<file path="config.mk">
export PLATFORM = sky130hd
export DESIGN_NAME = oam_dma_controller_flat
export DESIGN_NICKNAME = d
export VERILOG_FILES = /design/src/rtl/oam_dma_controller_if.sv /design/src/rtl/oam_dma_controller.sv /design/src/flat_wrapper.sv
export SDC_FILE = /design/constraint.sdc
export NUM_CORES = 1
export LEC_CHECK = 0
export ABC_AREA = 1
export BUFFER_PORTS_ARGS = -buffer_cell sky130_fd_sc_hd__buf_4
export CAP_MARGIN = 20
export CORE_ASPECT_RATIO = 2
export CORE_MARGIN = 2
export CORE_UTILIZATION = 45
export DETAILED_ROUTE_END_ITERATION = 10
export GPL_TIMING_DRIVEN = 0
export PLACE_DENSITY = 0.67
export SYNTH_ARGS = -nofsm -noshare
export SYNTH_HDL_FRONTEND = slang
export SYNTH_SLANG_ARGS = --single-unit
</file>
<file path="constraint.sdc">
create_clock -name clock -period 2.8 [get_ports clock]
set_input_delay 0.84 -clock clock [delete_from_list [all_inputs] [get_ports clock]]
set_output_delay 0.84 -clock clock [all_outputs]
set_load 0.03 [all_outputs]
</file>
<file path="src/rtl/oam_dma_controller_if.sv">
// Signal bundle between the OAM DMA engine and the rest of the system:
// FF46 register port, shared source read bus and OAM write port.
interface oam_dma_controller_if;
  logic        reg_we;
  logic [7:0]  reg_wdata;
  logic [7:0]  reg_rdata;
  logic        dma_active;
  logic [15:0] bus_addr;
  logic        bus_re;
  logic [7:0]  bus_rdata;
  logic [7:0]  oam_addr;
  logic [7:0]  oam_wdata;
  logic        oam_we;

  // slave: the DMA engine's view; master: interconnect / CPU / memories
  modport slave (
    input  reg_we, reg_wdata, bus_rdata,
    output reg_rdata, dma_active, bus_addr, bus_re, oam_addr, oam_wdata, oam_we
  );
  modport master (
    output reg_we, reg_wdata, bus_rdata,
    input  reg_rdata, dma_active, bus_addr, bus_re, oam_addr, oam_wdata, oam_we
  );
endinterface

</file>
<file path="src/rtl/oam_dma_controller.sv">
// Game Boy OAM DMA engine: a write to FF46 copies NUM_BYTES from {src,8'h00} into OAM,
// owning the system read bus while active. All outputs are registered.
module oam_dma_controller #(
  parameter int START_DELAY     = 4,
  parameter int CYCLES_PER_BYTE = 4,
  parameter int NUM_BYTES       = 160
) (
  input  logic                 clock,
  input  logic                 reset,
  oam_dma_controller_if.slave  dma
);

  typedef enum logic [1:0] {ST_IDLE, ST_DELAY, ST_XFER} state_t;

  localparam int              DLY_W     = (START_DELAY > 1) ? $clog2(START_DELAY) : 1;
  localparam logic [DLY_W-1:0] DLY_LAST = DLY_W'((START_DELAY > 0) ? START_DELAY - 1 : 0);
  localparam int              PH_W      = $clog2(CYCLES_PER_BYTE);
  localparam logic [PH_W-1:0] PH_LAST   = PH_W'(CYCLES_PER_BYTE - 1);
  localparam logic [PH_W-1:0] PH_WRITE  = PH_W'(2);
  localparam logic [7:0]      BYTE_LAST = 8'(NUM_BYTES - 1);

  state_t           state_q, state_d;
  logic [DLY_W-1:0] dly_q, dly_d;
  logic [PH_W-1:0]  phase_q, phase_d;
  logic [7:0]       byte_q, byte_d;
  logic [7:0]       src_q, src_d;
  logic [7:0]       regval_q, regval_d;
  logic             active_q, active_d;
  logic             bus_re_q, bus_re_d;
  logic [15:0]      bus_addr_q, bus_addr_d;
  logic             oam_we_q, oam_we_d;
  logic [7:0]       oam_addr_q, oam_addr_d;
  logic [7:0]       oam_wdata_q, oam_wdata_d;
  logic             start;

  always_comb begin
    state_d  = state_q;
    dly_d    = dly_q;
    phase_d  = phase_q;
    byte_d   = byte_q;
    src_d    = src_q;
    regval_d = regval_q;
    start    = 1'b0;

    case (state_q)
      ST_IDLE: begin
        if (dma.reg_we) start = 1'b1;
      end
      ST_DELAY: begin
        if (dma.reg_we) begin
          start = 1'b1;
        end else if (dly_q == DLY_LAST) begin
          state_d = ST_XFER;
          phase_d = '0;
          byte_d  = '0;
        end else begin
          dly_d = dly_q + 1'b1;
        end
      end
      ST_XFER: begin
        if (dma.reg_we) begin
          start = 1'b1;
        end else if (phase_q == PH_LAST) begin
          if (byte_q == BYTE_LAST) begin
            state_d = ST_IDLE;
          end else begin
            byte_d  = byte_q + 8'd1;
            phase_d = '0;
          end
        end else begin
          phase_d = phase_q + 1'b1;
        end
      end
      default: state_d = ST_IDLE;
    endcase

    // A write in any state (re)starts from scratch; echo RAM E000-FDFF aliases C000-DDFF.
    if (start) begin
      regval_d = dma.reg_wdata;
      src_d    = (dma.reg_wdata >= 8'hE0) ? dma.reg_wdata - 8'h20 : dma.reg_wdata;
      dly_d    = '0;
      phase_d  = '0;
      byte_d   = '0;
      state_d  = (START_DELAY == 0) ? ST_XFER : ST_DELAY;
    end

    // Outputs are decoded from next state so they appear registered in the matching cycle.
    active_d    = (state_d != ST_IDLE);
    bus_re_d    = (state_d == ST_XFER) && (phase_d == '0);
    bus_addr_d  = bus_re_d ? {src_d, byte_d} : bus_addr_q;
    oam_we_d    = (state_d == ST_XFER) && (phase_d == PH_WRITE);
    oam_addr_d  = oam_we_d ? byte_d : oam_addr_q;
    oam_wdata_d = oam_we_d ? dma.bus_rdata : oam_wdata_q;
  end

  always_ff @(posedge clock or posedge reset) begin
    if (reset) begin
      state_q     <= ST_IDLE;
      dly_q       <= '0;
      phase_q     <= '0;
      byte_q      <= '0;
      src_q       <= '0;
      regval_q    <= 8'hFF;
      active_q    <= 1'b0;
      bus_re_q    <= 1'b0;
      bus_addr_q  <= '0;
      oam_we_q    <= 1'b0;
      oam_addr_q  <= '0;
      oam_wdata_q <= '0;
    end else begin
      state_q     <= state_d;
      dly_q       <= dly_d;
      phase_q     <= phase_d;
      byte_q      <= byte_d;
      src_q       <= src_d;
      regval_q    <= regval_d;
      active_q    <= active_d;
      bus_re_q    <= bus_re_d;
      bus_addr_q  <= bus_addr_d;
      oam_we_q    <= oam_we_d;
      oam_addr_q  <= oam_addr_d;
      oam_wdata_q <= oam_wdata_d;
    end
  end

  assign dma.reg_rdata  = regval_q;
  assign dma.dma_active = active_q;
  assign dma.bus_re     = bus_re_q;
  assign dma.bus_addr   = bus_addr_q;
  assign dma.oam_we     = oam_we_q;
  assign dma.oam_addr   = oam_addr_q;
  assign dma.oam_wdata  = oam_wdata_q;

endmodule

</file>
<file path="src/flat_wrapper.sv">
// flat-port wrapper written by rule: the top's interface ports become plain ports
module oam_dma_controller_flat 
#(
  parameter int START_DELAY     = 4,
  parameter int CYCLES_PER_BYTE = 4,
  parameter int NUM_BYTES       = 160
)
  (clock, reset, dma_reg_we, dma_reg_wdata, dma_bus_rdata, dma_reg_rdata, dma_dma_active, dma_bus_addr, dma_bus_re, dma_oam_addr, dma_oam_wdata, dma_oam_we);
  oam_dma_controller_if dma_i ();
  input  logic clock;
  input  logic reset;
  input wire logic [$bits(dma_i.reg_we)-1:0] dma_reg_we;
  input wire logic [$bits(dma_i.reg_wdata)-1:0] dma_reg_wdata;
  input wire logic [$bits(dma_i.bus_rdata)-1:0] dma_bus_rdata;
  output wire logic [$bits(dma_i.reg_rdata)-1:0] dma_reg_rdata;
  output wire logic [$bits(dma_i.dma_active)-1:0] dma_dma_active;
  output wire logic [$bits(dma_i.bus_addr)-1:0] dma_bus_addr;
  output wire logic [$bits(dma_i.bus_re)-1:0] dma_bus_re;
  output wire logic [$bits(dma_i.oam_addr)-1:0] dma_oam_addr;
  output wire logic [$bits(dma_i.oam_wdata)-1:0] dma_oam_wdata;
  output wire logic [$bits(dma_i.oam_we)-1:0] dma_oam_we;
  assign dma_i.reg_we = dma_reg_we;
  assign dma_i.reg_wdata = dma_reg_wdata;
  assign dma_i.bus_rdata = dma_bus_rdata;
  assign dma_reg_rdata = dma_i.reg_rdata;
  assign dma_dma_active = dma_i.dma_active;
  assign dma_bus_addr = dma_i.bus_addr;
  assign dma_bus_re = dma_i.bus_re;
  assign dma_oam_addr = dma_i.oam_addr;
  assign dma_oam_wdata = dma_i.oam_wdata;
  assign dma_oam_we = dma_i.oam_we;
  oam_dma_controller #(.START_DELAY(START_DELAY), .CYCLES_PER_BYTE(CYCLES_PER_BYTE), .NUM_BYTES(NUM_BYTES)) u_core (.clock(clock), .reset(reset), .dma(dma_i));
endmodule
</file>
; Word-level counts from Yosys, hierarchy flattened
; Cells that the tools add are included.
; W data, S select, Z words.
[word_totals]
out_inout_bits = 43
regBits = 65
[op_classes]
add_sub_neg = 4
n_eq_ne = 9
n_reduce_logical = 8
magnitude_cmp = 1
mux = 29
[ops]
columns = cell, n
row1 = $mux W8, 8
row2 = $mux W2, 16
row3 = $pmux W8 S2, 1
row4 = $eq A2 B2 Y1 const B, 5
row5 = $add A8 B1 Y8 const B, 1
row6 = $eq A8 B8 Y1 const B, 1
row7 = $ge A8 B8 Y1 const B, 1
row8 = $sub A8 B6 Y8 const B, 1
row9 = $pmux W2 S3, 1
row10 = $add A2 B1 Y2 const B, 2
row11 = $logic_not A2 Y1, 2
row12 = $ne A2 B1 Y1 const B, 2
row13 = $pmux W2 S2, 1
row14 = $reduce_bool A2 Y1, 2
row15 = $reduce_and A3 Y1, 1
row16 = $reduce_or A3 Y1, 1
row17 = $eq A2 B1 Y1 const B, 1
row18 = $logic_and A1 B1 Y1, 2
row19 = $mux W1, 2

; Depth between registers and ports, before layout
; Gate-level depths: netlist (run 1).
[depth]
depth_word = 8
depth_mapped = 15
ltp_nobuf = 14

; Worst setup path before layout (run 1)
; OpenSTA, ideal clock, no wires.
[synth_timing]
path_type = input -> register
start = input dma_reg_we
end = register u_core.bus_addr_q[0] (netlist: u_core.dma.bus_addr[0])
path_buffers = 1
t_arrival_ps = 1911
required_ps = 2682
path_slack_ps = 772
setup_ps = 118
stages = 11
cell_sequence = nor2_2 -> nand3_2 -> nand2_1 -> nand3_1 -> nand2_1 -> nand2_2 -> nor2_8 -> nand2_4 -> buf_6 -> nand2_1 -> nand2_1
[synth_via]
elab_chain_len = 5
word_cells_on_any_way = 17
[synth_lines]
columns = item, line_no
row1 = start: declaration, flat_wrapper.sv:12  ; input wire logic [$bits(dma_i.reg_we)-1:0] dma_reg_we;
row2 = $mux W2 (tied with other cells), oam_dma_controller.sv:61  ; if (dma.reg_we) begin
row3 = $pmux W2 S3 or $mux W1 (tied branches), --
row4 = $mux W2 (*), oam_dma_controller.sv:78  ; if (start) begin
row5 = via u_core.state_d[0], oam_dma_controller.sv:22  ; state_t state_q, state_d;
row6 = $eq A2 B2 Y1 (*), oam_dma_controller.sv:89  ; bus_re_d = (state_d == ST_XFER) && (phase_d == '0);
row7 = $logic_and A1 B1 Y1 (*), oam_dma_controller.sv:89
row8 = end signal: assignment, oam_dma_controller.sv:119  ; bus_addr_q <= bus_addr_d;
row9 = end: declaration, oam_dma_controller.sv:30  ; logic [15:0] bus_addr_q, bus_addr_d;
; Mark *: on every way through the listed nets, which the timed path passes. The rest lies on a longest branch.
; A chain may end at the register's enable or synchronous reset.

; Worst setup path in the final report (run 1)
[layout_timing]
start = register u_core.state_q[0]
end = register u_core.bus_addr_q[1] (netlist: u_core.dma.bus_addr[1])
[layout_via]
word_cells_on_any_way = 19
[layout_rtl]
columns = item, line_no
row1 = start: declaration, oam_dma_controller.sv:22
row2 = start signal: assignment, oam_dma_controller.sv:111  ; state_q <= state_d;
row3 = $eq A2 B1 Y1 (tied with other cells), oam_dma_controller.sv:45  ; case (state_q)
row4 = $reduce_or A3 Y1 (no line), --
row5 = $mux W1, --
row6 = $mux W2 (*), oam_dma_controller.sv:78
row7 = via u_core.phase_d[0], oam_dma_controller.sv:24  ; logic [PH_W-1:0] phase_q, phase_d;
row8 = $logic_not A2 Y1 (*), oam_dma_controller.sv:89
row9 = $logic_and A1 B1 Y1 (*), oam_dma_controller.sv:89
; Marked as above.

==> impl_metrics.csv, run 1 <==
group,metric,value,unit
worst_setup_path,startpoint,"u_core.state_q[0]",
detailed_routing,ant_nets,0,
sta,clock_skew,0.004917,ns
place,gp_congestion,0.8871,
synth,syn_area,0.003093,mm^2
layout,final_layout_size_suffix_gt1_share,25.62,%
layout,nNetsFinal,467,
clocking,cts_buffer_depth,2,
detailed_routing,drc,0,
synth,synth_cells,367,
clocking,cts_setup_buffers,0,
job,cap_violations,0,
floorplan,fp.dieH,121.2,um
clocking,cts_made_buffers,9,
synth,yosys_warnings,0,
global_route,track_usage,22.16,%
sta,maxSlewViolCount,0,
layout,final_cell_mix,"nand2_1, buf_4, dfrtp_1",
floorplan,dieArea,0.007592,mm^2
clocking,cts-root-buf,"clkbuf_16",
synth,synth_seq_cells,65,
worst_setup_path,worstSetupEndpointType,"flop",
global_route,grt_overflow,0,
synth,yosysSeqAreaShare,52.91,%
place,place_hpwl,5751,um
detailed_routing,drt_pass1_iterations,4,
hold_path,min-delay-start,"u_core.dma.reg_rdata[2]",
detailed_routing,vias_per_cell,5.013,
sta,rsz0062_at_grt,"no",
worst_setup_path,r2r-start,"u_core.state_q[0]",
sta,timing.final.crit_period,2.206,ns
floorplan,die_x,62.62,um
global_route,grt_max_degree,35,
floorplan,io-pin-count,62,
layout,syn2layout_area_growth,27.79,%
synth,async_flop_share,100.0,%
place,io_buffers,61,
layout,layout_commonest_cell,"nand2_1",
worst_setup_path,path_class,"reg2reg",
synth,syn_nets,394,
place,placedCellCount,517,
synth,synth_top_area_cell,"dfrtp_1",
synth,synth_area_leaders,"dfrtp_1, nand2_1, nand3_1, dfstp_2, ha_1",
detailed_routing,drt_iter0_drc,149,
floorplan,core,0.006621,mm^2
worst_setup_path,crit_top_cell,"nand2_1",
clocking,cts.repair.resized,0,
clocking,cts_tree,"done",
layout,layout.cells.non_filler,533,
global_route,grt_antenna_before_repair,0,
clocking,cts.sink_count,65,
hold_path,hold_class,"reg2reg",
worst_setup_path,path_buf_inv,5,
synth,ys_types,33,
synth,synth-edff-count,0,
detailed_routing,drt_wl_total,7708,um
worst_setup_path,cp_max_fo,10,
pwr,ir_drop,431.9,uV
sta,tightest_slew,0.6709,ns
worst_setup_path,crit_family,"simple AND/OR/NAND/NOR gates",
layout,diodes,0,
synth,synth_flop_cell,"dfrtp_1",
global_route,grt_pass1_wl,12920,um
worst_setup_path,start_kind,"flop",
worst_setup_path,cpPeakStageDelay,0.41,ns
pwr,p_leak,2.192,nW
worst_setup_path,required,3.02,ns
clocking,clk_pin_slew_worst_paths,0.05,ns
worst_setup_path,slowest_stage,"dfrtp_1",
clocking,postCtsHoldBufs,0,
floorplan,rows,42,
worst_setup_path,arrival,2.42,ns
global_route,first_global_vias,2728,
sta,holdWs,0.4634,ns
sta,fmax,0.4532,GHz
floorplan,start_util,46.71,%
detailed_routing,vias,2672,
worst_setup_path,cp_cell_sequence,"inv_1, ha_1, buf_2, nand2_2, inv_2, nand2_1, nand2_1, inv_2, nor2_4, nand2_4, buf_6, nand2_1, nand2_1",
outcome,outcome,"complete, no violations",
synth,avgSynthCellArea,8.428,um^2
detailed_routing,wl_per_cell,14.46,um
clocking,clock_latency,0.33,ns
sta,hold_viol,0,
pwr,powerDensity,727.3,mW/mm^2
sta,setup_violations,0,
clocking,htreeDepth,3,
synth,yosys.area.top_type_share,46.12,%
sta,relSlewSlack,55.21,%
sta,min_period_over_period,78.80,%
==> path summary, 6_finish.rpt <==
path	to	slack [ns]	cells past startpoint
worst max-delay path	u_core.dma.bus_addr[1]	0.59	13
worst min-delay path	u_core.dma.reg_rdata[2]	0.46	2
worst max register to register	u_core.dma.bus_addr[1]	0.59	13
worst min register to register	u_core.dma.reg_rdata[2]	0.46	2
max in group asynchronous	u_core.dma.reg_rdata[5]	1.50	3
min in group asynchronous	u_core.dma.bus_addr[8]	0.62	2
==> tightest hold or removal path: stages (launching register included) <==
cell,delay (ns)
dfstp_2,0.36
nand2_1,0.05
nand2_1,0.04
==> registers in the layout, indices dropped and copies added, names as in the netlist <==
name	cells
u_core.dma.oam_we	1
u_core.src_q	8
u_core.dma.reg_rdata	8
u_core.dma.dma_active	1
u_core.dma.bus_re	1
u_core.dma.bus_addr	16
u_core.byte_q	8
u_core.dly_q	2
u_core.phase_q	2
u_core.state_q	2
u_core.dma.oam_addr	8
u_core.dma.oam_wdata	8
==> cell families after synthesis <==
logic type / count (synthesis) / share of synthesized area [%]
AO/OA/AOI/OAI: 28 / 5.341
adder cells (fa/ha/maj): 8 / 3.236
flip-flops: 65 / 52.91
AND/OR/NAND/NOR: 224 / 32.16
buffers and inverters: 42 / 6.351
==> metrics by stage <==
step,total power [mW],utilization (%),cell area [um^2],setup WS [ns],TNS (ns)
finish,2.875,59.69,3953,0.5937,0
global route,3.022,59.69,3953,0.3594,0
CTS,2.901,59.69,3953,0.5648,0
detailed placement,1.879,55.59,3681,0.2217,0
global placement,1.862,55.29,3661,-0.4234,-24.03
floorplan,1.611,-,3093,0.3468,0
==> layout make-up <==
class | instances | area (um^2)
inverters | 30 | 115.1
fillers | 635 | 2669
multi-input cells | 260 | 1260
flip-flops and latches | 65 | 1637
well taps | 88 | 110.1
repair buffers | 62 | 478.0
clock buffers | 16 | 271.5
plain buffers | 12 | 81.33
==> cells in the mapped netlist (2+ instances only) <==
library cell and instances:
nand2_1 146, dfrtp_1 57, nand3_1 53, inv_1 23, o21ai_0 10, a21oi_1 9
dfstp_2 8, ha_1 8, nor2_1 7, inv_2 6, buf_4 5, nand2_2 4
clkbuf_1 3, nand4_1 3, nor2_4 3, buf_2 2, buf_6 2, nand2_4 2
nor2_2 2
==> per-layer routing <==
| metal | vias up | part of all wire, % | global-route usage [%] | wire, um |
|---|---|---|---|---|
| li1 | 1327 | - | - | - |
| met1 | 1264 | 38 | 23.90 | 2907 |
| met2 | 61 | 55 | 39.58 | 4276 |
| met3 | 20 | 3.7 | 4.824 | 288 |
| met4 | 0 | 3.0 | 12.36 | 235 |
| met5 | - | 0 | 0 | 0 |
==> where the power goes <==
group	switching [mW]	internal (mW)
combinational	0.473	0.235
sequential	0.0749	1.08
clock	0.367	0.648
total	0.915	1.96
No activity file was read; power rests on OpenSTA's default activity.
==> run 2: changes to the inputs <==
clock period = 2.1 ns   (was 2.8 ns; I/O delays follow)
==> run 2 against run 1 <==
Against the previous run:
- flip-flop and latch count unchanged
- maximum frequency up 8.3%
- utilization up 3.9 points
- clock-buffer cell count down 4
- sequential share of layout area down 2.5 points
- critical path depth unchanged
- worst setup slack worse by 0.53 ns
- power up 40%
- critical endpoint is now u_core.dma.bus_addr[4]
==> impl_metrics.csv, run 2 (synthesis gave the netlist of run 1 again) <==
group,metric,value,unit
sta,setup_violations,0,
clocking,htreeDepth,3,
worst_setup_path,arrival,2.24,ns
global_route,grt_pass1_wl,13040,um
job,cap_violations,0,
global_route,grt_max_degree,36,
clocking,cts_made_buffers,9,
global_route,grt_antenna_before_repair,0,
place,gp_congestion,0.8726,
layout,final_cell_mix,"nand2_1, buf_4, dfrtp_1",
detailed_routing,drc,0,
clocking,clk_pin_slew_worst_paths,0.05,ns
layout,nNetsFinal,487,
detailed_routing,drt_iter0_drc,138,
global_route,first_global_vias,2728,
floorplan,dieArea,0.007592,mm^2
pwr,switching_power,1.256,mW
global_route,track_usage,22.73,%
pwr,ir_drop,691.8,uV
pwr,swShare,31.30,%
sta,fmax,0.4907,GHz
sta,maxSlewViolCount,0,
worst_setup_path,path_class,"reg2reg",
clocking,cts.sink_count,65,
layout,diodes,0,
worst_setup_path,worstSetupEndpointType,"flop",
floorplan,io-pin-count,62,
pwr,p_leak,2.323,nW
worst_setup_path,cp_max_fo,10,
place,place_hpwl,5847,um
sta,clock_skew,0.004612,ns
detailed_routing,vias,2755,
pwr,finalPower,4.014,mW
sta,min_period_over_period,97.04,%
hold_path,hold_class,"in2async",
sta,timing.final.crit_period,2.038,ns
clocking,cts_tree,"done",
clocking,cts-root-buf,"clkbuf_16",
pwr,p_int,2.757,mW
worst_setup_path,r2r-start,"u_core.state_q[0]",
place,io_buffers,61,
sta,tightest_slew,0.6766,ns
global_route,grt_overflow,0,
layout,largest_reg_flops,16,
floorplan,rows,42,
sta,holdWs,0.4098,ns
pwr,powerDensity,953.0,mW/mm^2
floorplan,start_util,46.71,%
floorplan,die_x,62.62,um
detailed_routing,drt_pass1_iterations,5,
worst_setup_path,required,2.30,ns
sta,relSlewSlack,54.80,%
clocking,postCtsHoldBufs,0,
sta,hold_viol,0,
layout,layout_commonest_cell,"nand2_1",
detailed_routing,drt_wl_total,8070,um
floorplan,fp.dieH,121.2,um
layout,syn2layout_area_growth,36.17,%
detailed_routing,ant_nets,0,
pwr,power_frac_seq,38.2,%
pwr,pwr-share-comb,25.3,%
worst_setup_path,reg2regPathDepth,13,
pwr,p_clk_share,36.6,%
clocking,clock_latency,0.32,ns
detailed_routing,vias_per_cell,4.991,
worst_setup_path,r2r_end,"u_core.dma.bus_addr[4]",
worst_setup_path,start_kind,"flop",
floorplan,core,0.006621,mm^2
outcome,outcome,"complete, no violations",
worst_setup_path,r2r_slack,0.06,ns
clocking,cts_buffer_depth,2,
detailed_routing,wl_per_cell,14.62,um
layout,final_layout_size_suffix_gt1_share,31.47,%
## run 2: cell types whose count changed in the layout (fill, tap and decap cells not counted), moves of 3 or more
cell,delta
nand2_1,-3
buf_4,+18
clkbuf_1,-7
inv_2,-3
clkbuf_2,+3
## run 2: final cells by class
type                            instances  area, um^2
Tap cell                               88       110.1
Clock buffer                           12       256.5
Inverter                               30       123.9
Sequential cell                        65        1637
Fill cell                             632        2410
Clock inverter                          3       40.04
Multi-Input combinational cell        260        1305
Buffer                                 12       98.84
Timing Repair Buffer                   82       640.6
## run 2: worst max-delay path by stage
| stage | start | end | slack [ns] | cells past startpoint |
|---|---|---|---|---|
| floorplan | u_core.state_q[0] | u_core.dma.bus_addr[0] | 0.26 | 14 |
| global placement | dma_reg_we | u_core.dma.bus_addr[4] | -0.25 | 14 |
| detailed placement | dma_reg_we | u_core.dma.bus_addr[4] | -0.26 | 14 |
| CTS | u_core.phase_q[1] | u_core.dma.oam_addr[3] | -0.001 | 12 |
| global route | u_core.state_q[1] | u_core.dma.bus_addr[4] | -0.02 | 13 |
| finish | u_core.state_q[0] | u_core.dma.bus_addr[4] | 0.06 | 13 |
## run 2: through the flow
stage	TNS (ns)	instances	util, %	instance area [um^2]	setup slack, ns
CTS	-0.001219	535	60.68	4018	-0.001219
floorplan	0	367	-	3097	0.2591
finish	0	552	63.61	4212	0.06219
global route	-0.06953	552	63.61	4212	-0.02001
detailed placement	-7.752	517	55.65	3685	-0.2615
global placement	-7.840	516	55.35	3665	-0.2478
## run 2: power by group through the flow
| stage | Sequential [mW] | Combinational (mW) | Clock, mW |
|---|---|---|---|
| after floorplan | 1.75 | 0.400 | 0 |
| after global placement | 1.55 | 0.923 | 0 |
| after detailed placement | 1.56 | 0.943 | 0 |
| after CTS | 1.53 | 0.982 | 1.49 |
| after global routing | 1.55 | 1.10 | 1.56 |
| final | 1.53 | 1.01 | 1.47 |
## run 2: timing repair
| action | in CTS | in global routing |
|---|---|---|
| gates resized for setup | 5 | 16 |
| setup endpoints to repair | 43 | 37 |
| pin swaps | 2 | 8 |
| setup buffers | 3 | 17 |
## run 2: routing by layer
layer | routed length (um) | GRT usage [%]
met5 | 0 | 0
met4 | 284 | 11.11
met3 | 234 | 4.917
met2 | 4450 | 41.33
met1 | 3101 | 24.58
## run 2: critical path, stage by stage (launching register included)
cell,delay [ns]
dfrtp_1,0.37
buf_4,0.15
ha_1,0.27
nor2_4,0.18
inv_2,0.13
nand2_1,0.10
inv_1,0.04
nand2_1,0.09
inv_2,0.06
nor2_4,0.15
nand2_4,0.08
buf_6,0.15
nand2_1,0.05
nand2_1,0.07
